===== config.mk =====
export PLATFORM = sky130hd
export DESIGN_NAME = parallel_to_serial_4b
export DESIGN_NICKNAME = d
export VERILOG_FILES = /design/src/rtl/p2s_pkg.sv /design/src/rtl/p2s_bit_counter.sv /design/src/rtl/parallel_to_serial_4b.sv
export SDC_FILE = /design/constraint.sdc
export NUM_CORES = 1
export LEC_CHECK = 0
export BUFFER_PORTS_ARGS = -buffer_cell sky130_fd_sc_hd__buf_2
export CAP_MARGIN = 20
export CORE_AREA = 2 2 39 41
export CTS_BUF_LIST = sky130_fd_sc_hd__clkbuf_8
export CTS_CLUSTER_DIAMETER = 200
export CTS_CLUSTER_SIZE = 24
export DETAILED_ROUTE_END_ITERATION = 16
export DIE_AREA = 0 0 41 43
export HOLD_SLACK_MARGIN = 0.08
export SLEW_MARGIN = 20
export SYNTH_ARGS = -nofsm -noshare
export SYNTH_HDL_FRONTEND = slang
export SYNTH_SLANG_ARGS = --single-unit

===== constraint.sdc =====
create_clock -name clk -period 3.7 [get_ports clk]
set_input_delay 0.74 -clock clk [delete_from_list [all_inputs] [get_ports clk]]
set_output_delay 0.74 -clock clk [all_outputs]
set_load 0.03 [all_outputs]

===== src/rtl/p2s_pkg.sv =====
// Shared types and constants for the parallel-to-serial converter.
// Bit order is selected at build time with P2S_LSB_FIRST_EN (see parallel_to_serial_4b).
package p2s_pkg;

    typedef enum logic {
        IDLE  = 1'b0,
        SHIFT = 1'b1
    } p2s_state_e;

    localparam int P2S_DEFAULT_WIDTH = 4;

    // Counter width needed to hold WIDTH-1 (the bits left after the first).
    function automatic int p2s_cnt_w(input int width);
        return (width < 2) ? 1 : $clog2(width);
    endfunction

endpackage


===== src/rtl/p2s_bit_counter.sv =====
// Loadable down-counter tracking how many bits remain after the one on the line.
module p2s_bit_counter
    import p2s_pkg::*;
#(
    parameter int WIDTH = P2S_DEFAULT_WIDTH,
    localparam int CW   = p2s_cnt_w(WIDTH)
) (
    input  logic clk,
    input  logic rst,
    input  logic load_en,
    input  logic dec_en,
    output logic zero
);

    logic [CW-1:0] count_q, count_d;

    // Load has priority over decrement so a reload restarts the word cleanly.
    always_comb begin
        count_d = count_q;
        if (load_en)
            count_d = CW'(WIDTH - 1);
        else if (dec_en)
            count_d = count_q - 1'b1;
    end

    // Count register with synchronous reset.
    always_ff @(posedge clk) begin
        if (rst)
            count_q <= '0;
        else
            count_q <= count_d;
    end

    assign zero = (count_q == '0);

endmodule


===== src/rtl/parallel_to_serial_4b.sv =====
// Parallel-in/serial-out converter: captures a word on load, emits one bit per clock.
// Define P2S_LSB_FIRST_EN for LSB-first output; default build is MSB first.
module parallel_to_serial_4b
    import p2s_pkg::*;
#(
    parameter int WIDTH = P2S_DEFAULT_WIDTH
) (
    input  logic             clk,
    input  logic             rst,
    input  logic             load,
    input  logic [WIDTH-1:0] p_data,
    output logic             s_data,
    output logic             valid,
    output logic             empty
);

    localparam int SW = WIDTH - 1;

    p2s_state_e    state_q, state_d;
    logic [SW-1:0] shreg_q, shreg_d;
    logic          s_data_q, s_data_d;
    logic          valid_q, valid_d;
    logic          empty_q, empty_d;

    logic          first_bit;
    logic [SW-1:0] rest_bits;
    logic          next_bit;
    logic [SW-1:0] shreg_shifted;
    logic          cnt_zero;
    logic          cnt_dec;

`ifdef P2S_LSB_FIRST_EN
    assign first_bit     = p_data[0];
    assign rest_bits     = p_data[WIDTH-1:1];
    assign next_bit      = shreg_q[0];
    assign shreg_shifted = shreg_q >> 1;
`else
    assign first_bit     = p_data[WIDTH-1];
    assign rest_bits     = p_data[SW-1:0];
    assign next_bit      = shreg_q[SW-1];
    assign shreg_shifted = shreg_q << 1;
`endif

    // Decrement only while bits remain and no reload is restarting the word.
    assign cnt_dec = (state_q == SHIFT) && !load && !cnt_zero;

    p2s_bit_counter #(.WIDTH(WIDTH)) u_cnt (
        .clk     (clk),
        .rst     (rst),
        .load_en (load),
        .dec_en  (cnt_dec),
        .zero    (cnt_zero)
    );

    // Next-state and next-output logic; load wins in any state.
    always_comb begin
        state_d  = state_q;
        shreg_d  = shreg_q;
        s_data_d = 1'b0;
        valid_d  = 1'b0;
        empty_d  = 1'b1;
        if (load) begin
            state_d  = SHIFT;
            shreg_d  = rest_bits;
            s_data_d = first_bit;
            valid_d  = 1'b1;
            empty_d  = 1'b0;
        end else if (state_q == SHIFT) begin
            if (!cnt_zero) begin
                shreg_d  = shreg_shifted;
                s_data_d = next_bit;
                valid_d  = 1'b1;
                empty_d  = 1'b0;
            end else begin
                state_d = IDLE;
            end
        end
    end

    // FSM, shift register and registered outputs; reset overrides load.
    always_ff @(posedge clk) begin
        if (rst) begin
            state_q  <= IDLE;
            shreg_q  <= '0;
            s_data_q <= 1'b0;
            valid_q  <= 1'b0;
            empty_q  <= 1'b1;
        end else begin
            state_q  <= state_d;
            shreg_q  <= shreg_d;
            s_data_q <= s_data_d;
            valid_q  <= valid_d;
            empty_q  <= empty_d;
        end
    end

    assign s_data = s_data_q;
    assign valid  = valid_q;
    assign empty  = empty_q;

endmodule


==> metrics, run 1 <==
run status finished, final reports clean; share of cells above drive strength 1 37.8%; Critical Path AT 0.73 ns; DP Area 388 um2; vias in the first global route 234; Static Leak 0.183 nW; CP Cell Sequence buf_2; final hold vios 0; Max Freq 0.682 GHz; Pwr Density 535 mW/mm2; family with the most delay on the worst path flip-flops; die area 0.00176 mm2; DRT iter0 DRCs 3; Yosys warnings 0; Post-Synthesis Cells 34; post-synthesis cell type count 18; Req. time, crit path 2.96 ns; WL/cell 9.75 um; Worst Setup Path Type register to output pin; I/O Buffers 9; post-CTS sizing 0; final wirelength 595 um; Num Clock Sinks 8; Slew Viols, Final 0; CP max stage delay 0.31 ns; commonest cells in the netlist dfxtp_1 (8), nor2_1 (5), a21oi_1 (3); diode count 0; most frequent cell after synthesis dfxtp_1; fin crit share 39.6%; FF+latch count, synth 8; Reg2Reg Depth 5; GRT busiest layer met2; reg2reg setup slack 2.38 ns; setup_tns 0 ns; cell taking the most area after synthesis dfxtp_1; CP Capture Type output pin; mapped cell area 334 um2; pin count of the biggest net entering global routing 10; share of the synthesized area in the top cell type 47.9%; RSZ-0062 raised after global routing no; Vias/cell 4.28; width of the chip 41 um; # setup viols final 0; Core Region 0.00138 mm2; gr ovfl total 0; initial antenna violation count 0; # hold bufs at CTS 0; Layout Nets 55; Starting Density 24.1%; Slew HR 84.1%; Die Ht 43 um; Design Area, Final 429 um2; CP endpoint valid; first-pass GRT wire length 862 um; Post-synth EDFFs 0; M1 GR Usage 8.39%; number of cells on the critical path 1; Avg Cell Area, Syn 9.83 um2; clk root buf clkbuf_8; Seq/Total Area, Yosys 47.9%; GR Layer Usage met2 10.9%; drt pass-1 iters 2; worst slack, placed 2.20 ns; asr flop ratio synth 0%; worst skew pair latency 0.23 ns; Most used DFF post-synth dfxtp_1; slack of the critical path 2.23 ns; R2R Path End empty; vias 261; largest cells by area after synthesis dfxtp_1 (48%), nor2_1 (5.6%), a21oi_1 (4.5%), a2111oi_2 (4.5%), nor2b_4 (4.1%); Reg2Reg Launch Point u_cnt.count_q[0]; row count 14; VDD IR max 0.130 mV; Tmin final 1.47 ns; I/O pin count 10; H-tree Lvls 1; CP bufs+invs 1; GR Util met3 1.57%; clk buf depth 2; CTS clk-pin slew, worst paths 0.04 ns; Worst setup SP type register; area delta synth->final 28.5%; GP Congestion 0.603; total power 230 uW; DRC 0; Slowest-stage cell, CP dfxtp_1; antenna-violating nets left 0; launch point of the worst path valid; total global-route track usage 7.34%; HP Class register to register; Setup Buffers After CTS 0; CP max FO 2; CTS tree built; actual slew at the worst max-slew pin 0.237 ns; syn nets 42; hpwl dp 453 um; max cap viols 0; clk_skew 0.00386 ns; clock buffer count from CTS 3
-- report_power, final --
part,switching (mW),total [mW],internal (mW)
clock network,0.0319,0.102,0.0703
logic,0.0181,0.0316,0.0134
registers,0.00270,0.0960,0.0933
-- metrics by stage --
stage / std cells / hold WS (ns) / utilization, %
after global routing: 61 / 0.506 / 31.0
after global placement: 58 / 0.466 / 28.0
after floorplan: 34 / 0.443 / -
after detailed placement: 58 / 0.475 / 28.0
final: 61 / 0.473 / 31.0
after CTS: 61 / 0.480 / 31.0
-- per-layer routing --
layer,wire length (um),share of wire [%]
met5,0,0
met4,0,0
met3,40,6.7
met2,291,49
met1,263,44
-- sequential cells by signal, indices dropped and copies added (netlist names) --
name,cells
empty,1
u_cnt.count_q,2
shreg_q,3
s_data,1
valid,1
-- cells by family (layout without fill, tap and decap cells) --
logic type	after synthesis	in the layout	synth area share, %
AO/OA/AOI/OAI	6	6	15.4
XOR/XNOR	1	1	2.62
adder cells (fa/ha/maj)	1	1	3.74
buffers and inverters	4	15	6.74
flip-flops	8	8	47.9
multiplexers	1	1	3.00
AND/OR/NAND/NOR	13	13	20.6
-- worst min-delay path: cells and delay by family, from the launching register on --
kind / cells / cell delay, ns
flip-flops: 1 / 0.30
AO/OA/AOI/OAI: 1 / 0.06
AND/OR/NAND/NOR: 1 / 0.06
-- worst min path at each step --
stage / start / end / slack [ns] / depth (start not counted)
global route: shreg_q[0] / shreg_q[0] / 0.51 / 2
floorplan: shreg_q[2] / s_data / 0.44 / 2
CTS: shreg_q[2] / s_data / 0.48 / 2
finish: shreg_q[2] / s_data / 0.47 / 2
global placement: shreg_q[2] / s_data / 0.47 / 2
detailed placement: shreg_q[2] / s_data / 0.47 / 2
-- placed cells by master (no fill, tap or decap) --
| cell type | netlist | layout |
|---|---|---|
| mux2i_1 | 1 | 1 |
| ha_1 | 1 | 1 |
| nor3_1 | 2 | 2 |
| a21oi_1 | 3 | 3 |
| a2111oi_2 | 1 | 1 |
| or2_2 | 1 | 1 |
| clkbuf_8 | 0 | 3 |
| nand2_1 | 2 | 2 |
| inv_1 | 2 | 2 |
| nor2b_4 | 1 | 1 |
| a211oi_2 | 1 | 1 |
| nand3b_1 | 1 | 1 |
| a311oi_1 | 1 | 1 |
| nor2_1 | 5 | 5 |
| buf_2 | 0 | 9 |
| xnor2_1 | 1 | 1 |
| inv_2 | 1 | 1 |
| dfxtp_1 | 8 | 8 |
| nand3_1 | 1 | 1 |
-- final cells by class --
| class | instances | area, um2 |
|---|---|---|
| Timing Repair Buffer | 9 | 45.0 |
| Sequential cell | 8 | 160 |
| Clock buffer | 3 | 41.3 |
| Tap cell | 16 | 20.0 |
| Fill cell | 155 | 955 |
| Inverter | 3 | 11.3 |
| Multi-Input combinational cell | 22 | 151 |
Power figures use the tool's default switching activity.
==> run 2, diff against run 1 <==
Settings changed: ABC_AREA set to 1.
Clock period 3.7 ns to 1.53 ns, I/O delays scaled along.
==> metrics, run 2 <==
run status finished, final reports clean; DP Area 420 um2 (+8.4%); sequential share of power 41.1% (-0.7 points); cell-internal power 423 uW (+140%); area delta synth->final 29.9%; Static Leak 0.237 nW (+30%); CTS tree built; Avg Cell Area, Syn 7.56 um2 (-23%); Req. time, crit path 1.22 ns (-1.74 ns); max cap viols 0 (unchanged); pin count of the biggest net entering global routing 9 (-1); HP Class input pin to register; Critical Path AT 0.85 ns (+0.12 ns); die area 0.00176 mm2 (unchanged); # hold bufs at CTS 0 (unchanged); I/O pin count 10 (unchanged); clock buffer count from CTS 3 (unchanged); GP Congestion 0.758 (+26%); most flop-heavy register shreg_q; WHS Path Cells 2 (unchanged); Core Region 0.00138 mm2 (unchanged); row count 14 (unchanged); CP Cell Sequence buf_2; Worst setup SP type register; worst skew pair latency 0.23 ns (about the same); Yosys warnings 0 (unchanged); drt pass-1 iters 2 (unchanged); Post-synth EDFFs 0 (unchanged); most frequent cell after synthesis nand2_1; Slowest-stage cell, CP dfxtp_1; asr flop ratio synth 0% (unchanged); CP Capture Type output pin; Worst Setup Path Type register to output pin; Setup Buffers After CTS 0 (unchanged); vias in the first global route 315 (+35%); DRC 0 (unchanged); sw power 139 uW (+160%); Num Clock Sinks 8 (unchanged); final hold vios 0 (unchanged); diode count 0 (unchanged); total power 562 uW (+140%); family with the most delay on the worst path flip-flops; clk root buf clkbuf_8; Reg2Reg Depth 8 (+3); first-pass GRT wire length 1.24 mm (+44%); Most used DFF post-synth dfxtp_1; CP max FO 4 (+2); VDD IR max 0.397 mV (+210%); largest cells by area after synthesis dfxtp_1 (45%), nand2_1 (13%), nand3_1 (9.9%), inv_2 (4.2%), nor2_1 (4.2%); Starting Density 25.7% (+1.5 points); Vias/cell 4.39 (+2.5%); mapped cell area 355 um2 (+6.4%); I/O Buffers 9 (unchanged); DRT iter0 DRCs 1 (-2); CP bufs+invs 1 (unchanged); number of cells on the critical path 1 (unchanged); FF+latch count, synth 8 (unchanged); Max Freq 0.861 GHz; # setup viols final 0 (unchanged); clk buf depth 2 (unchanged); Tmin final 1.16 ns; Slew HR 88.1% (+4.0 points); clock power share 44.4% (about the same); vias 329 (+26%); Post-Synthesis Cells 47 (+38%); post-CTS sizing 0 (unchanged); final wirelength 669 um (+12%); CTS clk-pin slew, worst paths 0.04 ns (about the same); total global-route track usage 10.9% (+3.6 points); clk_skew 0.00368 ns (-0.000180 ns); gr ovfl total 0 (unchanged); cell taking the most area after synthesis dfxtp_1; hpwl dp 544 um (+20%); Design Area, Final 462 um2 (+7.6%); width of the chip 41 um (unchanged); Combinational Power Share 14.4% (+0.7 points); Pwr Density 1220 mW/mm2 (+130%); Seq/Total Area, Yosys 45.1% (-2.9 points); Layout Nets 69 (+25%); Slew Viols, Final 0 (unchanged); commonest non-fill, non-tap cell in the layout nand2_1; setup_tns 0 ns (unchanged); syn nets 55 (+31%); Largest register FFs 3 (unchanged); fin crit share 75.9%; Die Ht 43 um (unchanged); initial antenna violation count 0 (unchanged); H-tree Lvls 1 (unchanged); top flop regs shreg_q (3), u_cnt.count_q (2); commonest non-fill, non-tap cells in the layout nand2_1 (12), buf_2 (9), dfxtp_1 (8); actual slew at the worst max-slew pin 0.178 ns (-0.0597 ns); share of cells above drive strength 1 35.6% (-2.2 points); CP max stage delay 0.40 ns (+0.09 ns); antenna-violating nets left 0 (unchanged); switch share 24.7% (+1.8 points); WL/cell 8.92 um (-8.6%); commonest cells in the netlist nand2_1 (12), dfxtp_1 (8), nand3_1 (7); post-synthesis cell type count 14 (-4); share of the synthesized area in the top cell type 45.1% (-2.9 points); RSZ-0062 raised after global routing no
==> run 2: path summary, 6_finish.rpt <==
kind	startpoint	to	slack (ns)
hold reg to reg	shreg_q[1]	shreg_q[1]	0.47
setup / recovery	valid	valid	0.37
hold / removal	rst	shreg_q[0]	0.32
setup reg to reg	u_cnt.count_q[0]	shreg_q[2]	0.46
==> run 2: cell type report <==
class | count | area [um2]
clock buffer | 3 | 41.3
fill | 154 | 922
inverter | 8 | 32.5
multi-input combinational | 31 | 163
sequential | 8 | 160
tap | 16 | 20.0
timing repair buffer | 9 | 45.0
==> run 2: routing by layer <==
metal | part of all wire, % | global-route usage [%] | vias to the layer above
li1 | - | - | 171
met1 | 39 | 12.7 | 149
met2 | 53 | 15.0 | 5
met3 | 6.0 | 4.71 | 4
met4 | 2.4 | 8.00 | 0
met5 | 0 | 0 | -
==> run 2: kinds of logic (layout without fill, tap and decap cells) <==
| family | after synthesis | count (layout) | synth area share (%) |
|---|---|---|---|
| compound gates | 2 | 2 | 2.82 |
| fa+ha+maj | 1 | 1 | 3.52 |
| buf+inv | 8 | 20 | 9.15 |
| flops | 8 | 8 | 45.1 |
| simple gates | 28 | 28 | 39.4 |
==> run 2: stage by stage <==
stage               utilization (%)  instances  setup WS, ns  hold slack [ns]
floorplan                         -         47         0.504            0.375
global placement               30.4         72         0.470            0.457
detailed placement             30.4         72         0.451            0.464
CTS                            33.4         75         0.369            0.322
global route                   33.4         75         0.329            0.326
finish                         33.4         75         0.369            0.320
==> run 2: power by group through the flow <==
stage	sequential, mW	clock (mW)	combinational (mW)
6_report	0.231	0.250	0.0810
5_1_grt	0.232	0.270	0.0927
4_1_cts	0.231	0.257	0.0830
3_5_place_dp	0.235	0	0.0828
3_3_place_gp	0.234	0	0.0800
2_1_floorplan	0.244	0	0.0472
==> run 3, diff against run 2 <==
Clock period 1.53 ns to 1 ns, I/O delays scaled along.
==> metrics, run 3 (same netlist as run 2, synthesis figures left out) <==
run status finished, final reports clean; GP Congestion 0.720 (-5.0%); cell-internal power 683 uW (+61%); first-pass GRT wire length 1.13 mm (-8.9%); clock buffer count from CTS 3 (unchanged); family with the most delay on the worst path flip-flops; vias in the first global route 289 (-8.3%); actual slew at the worst max-slew pin 0.197 ns (+0.0195 ns); # setup viols final 0 (unchanged); most flop-heavy register shreg_q; CTS clk-pin slew, worst paths 0.04 ns (about the same); Critical Path AT 0.78 ns (-0.07 ns); I/O pin count 10 (unchanged); Worst Setup Path Type register to output pin; number of cells on the critical path 1 (unchanged); vias 334 (+1.5%); max cap viols 0 (unchanged); gr ovfl total 0 (unchanged); DRT iter0 DRCs 11 (+10); VDD IR max 0.996 mV (+150%); top flop regs shreg_q (3), u_cnt.count_q (2); die area 0.00176 mm2 (unchanged); width of the chip 41 um (unchanged); commonest non-fill, non-tap cells in the layout nand2_1 (12), buf_2 (8), buf_4 (6); row count 14 (unchanged); Core Region 0.00138 mm2 (unchanged); Req. time, crit path 0.80 ns (-0.42 ns); Largest register FFs 3 (unchanged); DRC 0 (unchanged); CTS tree built; diode count 0 (unchanged); clk buf depth 2 (unchanged); clk_skew 0.000725 ns (-0.00296 ns); antenna-violating nets left 0 (unchanged); Vias/cell 4.18 (-4.8%); Layout Cells excl Fill 80 (+6.7%); Combinational Power Share 18.9% (+4.5 points); Pwr Density 1690 mW/mm2 (+39%); hpwl dp 513 um (-5.8%); Num Clock Sinks 8 (unchanged); area delta synth->final 50.7%; clk root buf clkbuf_8; CP max stage delay 0.38 ns (-0.02 ns); drt pass-1 iters 6 (+4); reg2reg setup slack 0.03 ns (-0.43 ns); WL/cell 8.65 um (-3.0%); I/O Buffers 9 (unchanged); pin count of the biggest net entering global routing 9 (unchanged); Slew HR 86.8% (-1.3 points); CP Capture Type output pin; commonest non-fill, non-tap cell in the layout nand2_1; sequential share of power 39.6% (-1.5 points); placed insts 75 (+4.2%); H-tree Lvls 1 (unchanged); Starting Density 25.7% (unchanged); final wirelength 692 um (+3.4%); total global-route track usage 9.28% (-1.6 points); share of cells above drive strength 1 51.6% (+16 points); WHS Path Cells 2 (unchanged); fin crit share 98.4%; final hold vios 0 (unchanged); Max Freq 1.02 GHz; RSZ-0062 raised after global routing yes; CP Cell Sequence buf_4; clock power share 41.5% (-2.9 points); Die Ht 43 um (unchanged); Worst setup SP type register; HP Class input pin to register; CP max FO 4 (unchanged); Tmin final 0.984 ns; Static Leak 0.267 nW (+13%); Reg2Reg Depth 8 (unchanged); Slew Viols, Final 0 (unchanged); worst skew pair latency 0.22 ns (about the same); sw power 224 uW (+61%); setup_tns 0 ns (unchanged); CP bufs+invs 1 (unchanged); initial antenna violation count 0 (unchanged); Slowest-stage cell, CP dfxtp_2; switch share 24.7% (-0.044 points); Layout Nets 74 (+7.2%)
==> run 3: what timing repair did <==
| item | CTS | global route |
|---|---|---|
| pin swaps | 1 | 2 |
| hold buffers | 0 | 0 |
| resized for setup | 4 | 4 |
| buffers inserted | 0 | 2 |
| endpoints found under the setup margin | 4 | 6 |
==> run 3: power by group through the flow <==
stage	Sequential, mW	Clock [mW]	Combinational [mW]
final	0.359	0.376	0.172
after global routing	0.360	0.402	0.191
after CTS	0.356	0.388	0.158
after detailed placement	0.361	0	0.144
after global placement	0.360	0	0.143
after floorplan	0.375	0	0.0759
==> run 3: cell type report <==
type / count / area [um2]
Tap cell: 16 / 20.0
Clock buffer: 3 / 41.3
Timing Repair Buffer: 14 / 85.1
Multi-Input combinational cell: 31 / 190
Fill cell: 143 / 848
Sequential cell: 8 / 164
Inverter: 8 / 35.0
==> run 3: final timing paths <==
| check | to | from |
|---|---|---|
| setup / recovery | valid | valid |
| hold / removal | valid | rst |
| setup reg to reg | empty | u_cnt.count_q[0] |
| hold reg to reg | shreg_q[2] | shreg_q[2] |
==> run 3: metrics by stage <==
step	hold WS (ns)	power [mW]	utilization [%]	setup slack, ns	cell area (um2)
after global placement	0.445	0.504	32.6	0.00404	452
after global routing	0.205	0.954	38.7	-0.0142	536
after floorplan	0.264	0.451	-	0.0198	364
final	0.210	0.906	38.7	0.0159	536
after CTS	0.201	0.903	36.8	0.00836	509
after detailed placement	0.438	0.504	32.6	-0.0143	452
==> run 3: per-layer routing <==
metal | up-vias | track usage (%) | routed length, um
met5 | - | 0 | 0
met4 | 0 | 4.00 | 0
met3 | 0 | 3.14 | 29
met2 | 7 | 12.5 | 354
met1 | 146 | 13.1 | 308
li1 | 181 | - | -
==> run 3: worst reg2reg max path, delay by kind of cell (launching register included) <==
family / cells / cell delay [ns]
flops: 1 / 0.31
simple gates: 3 / 0.21
buf+inv: 4 / 0.19
fa+ha+maj: 1 / 0.16
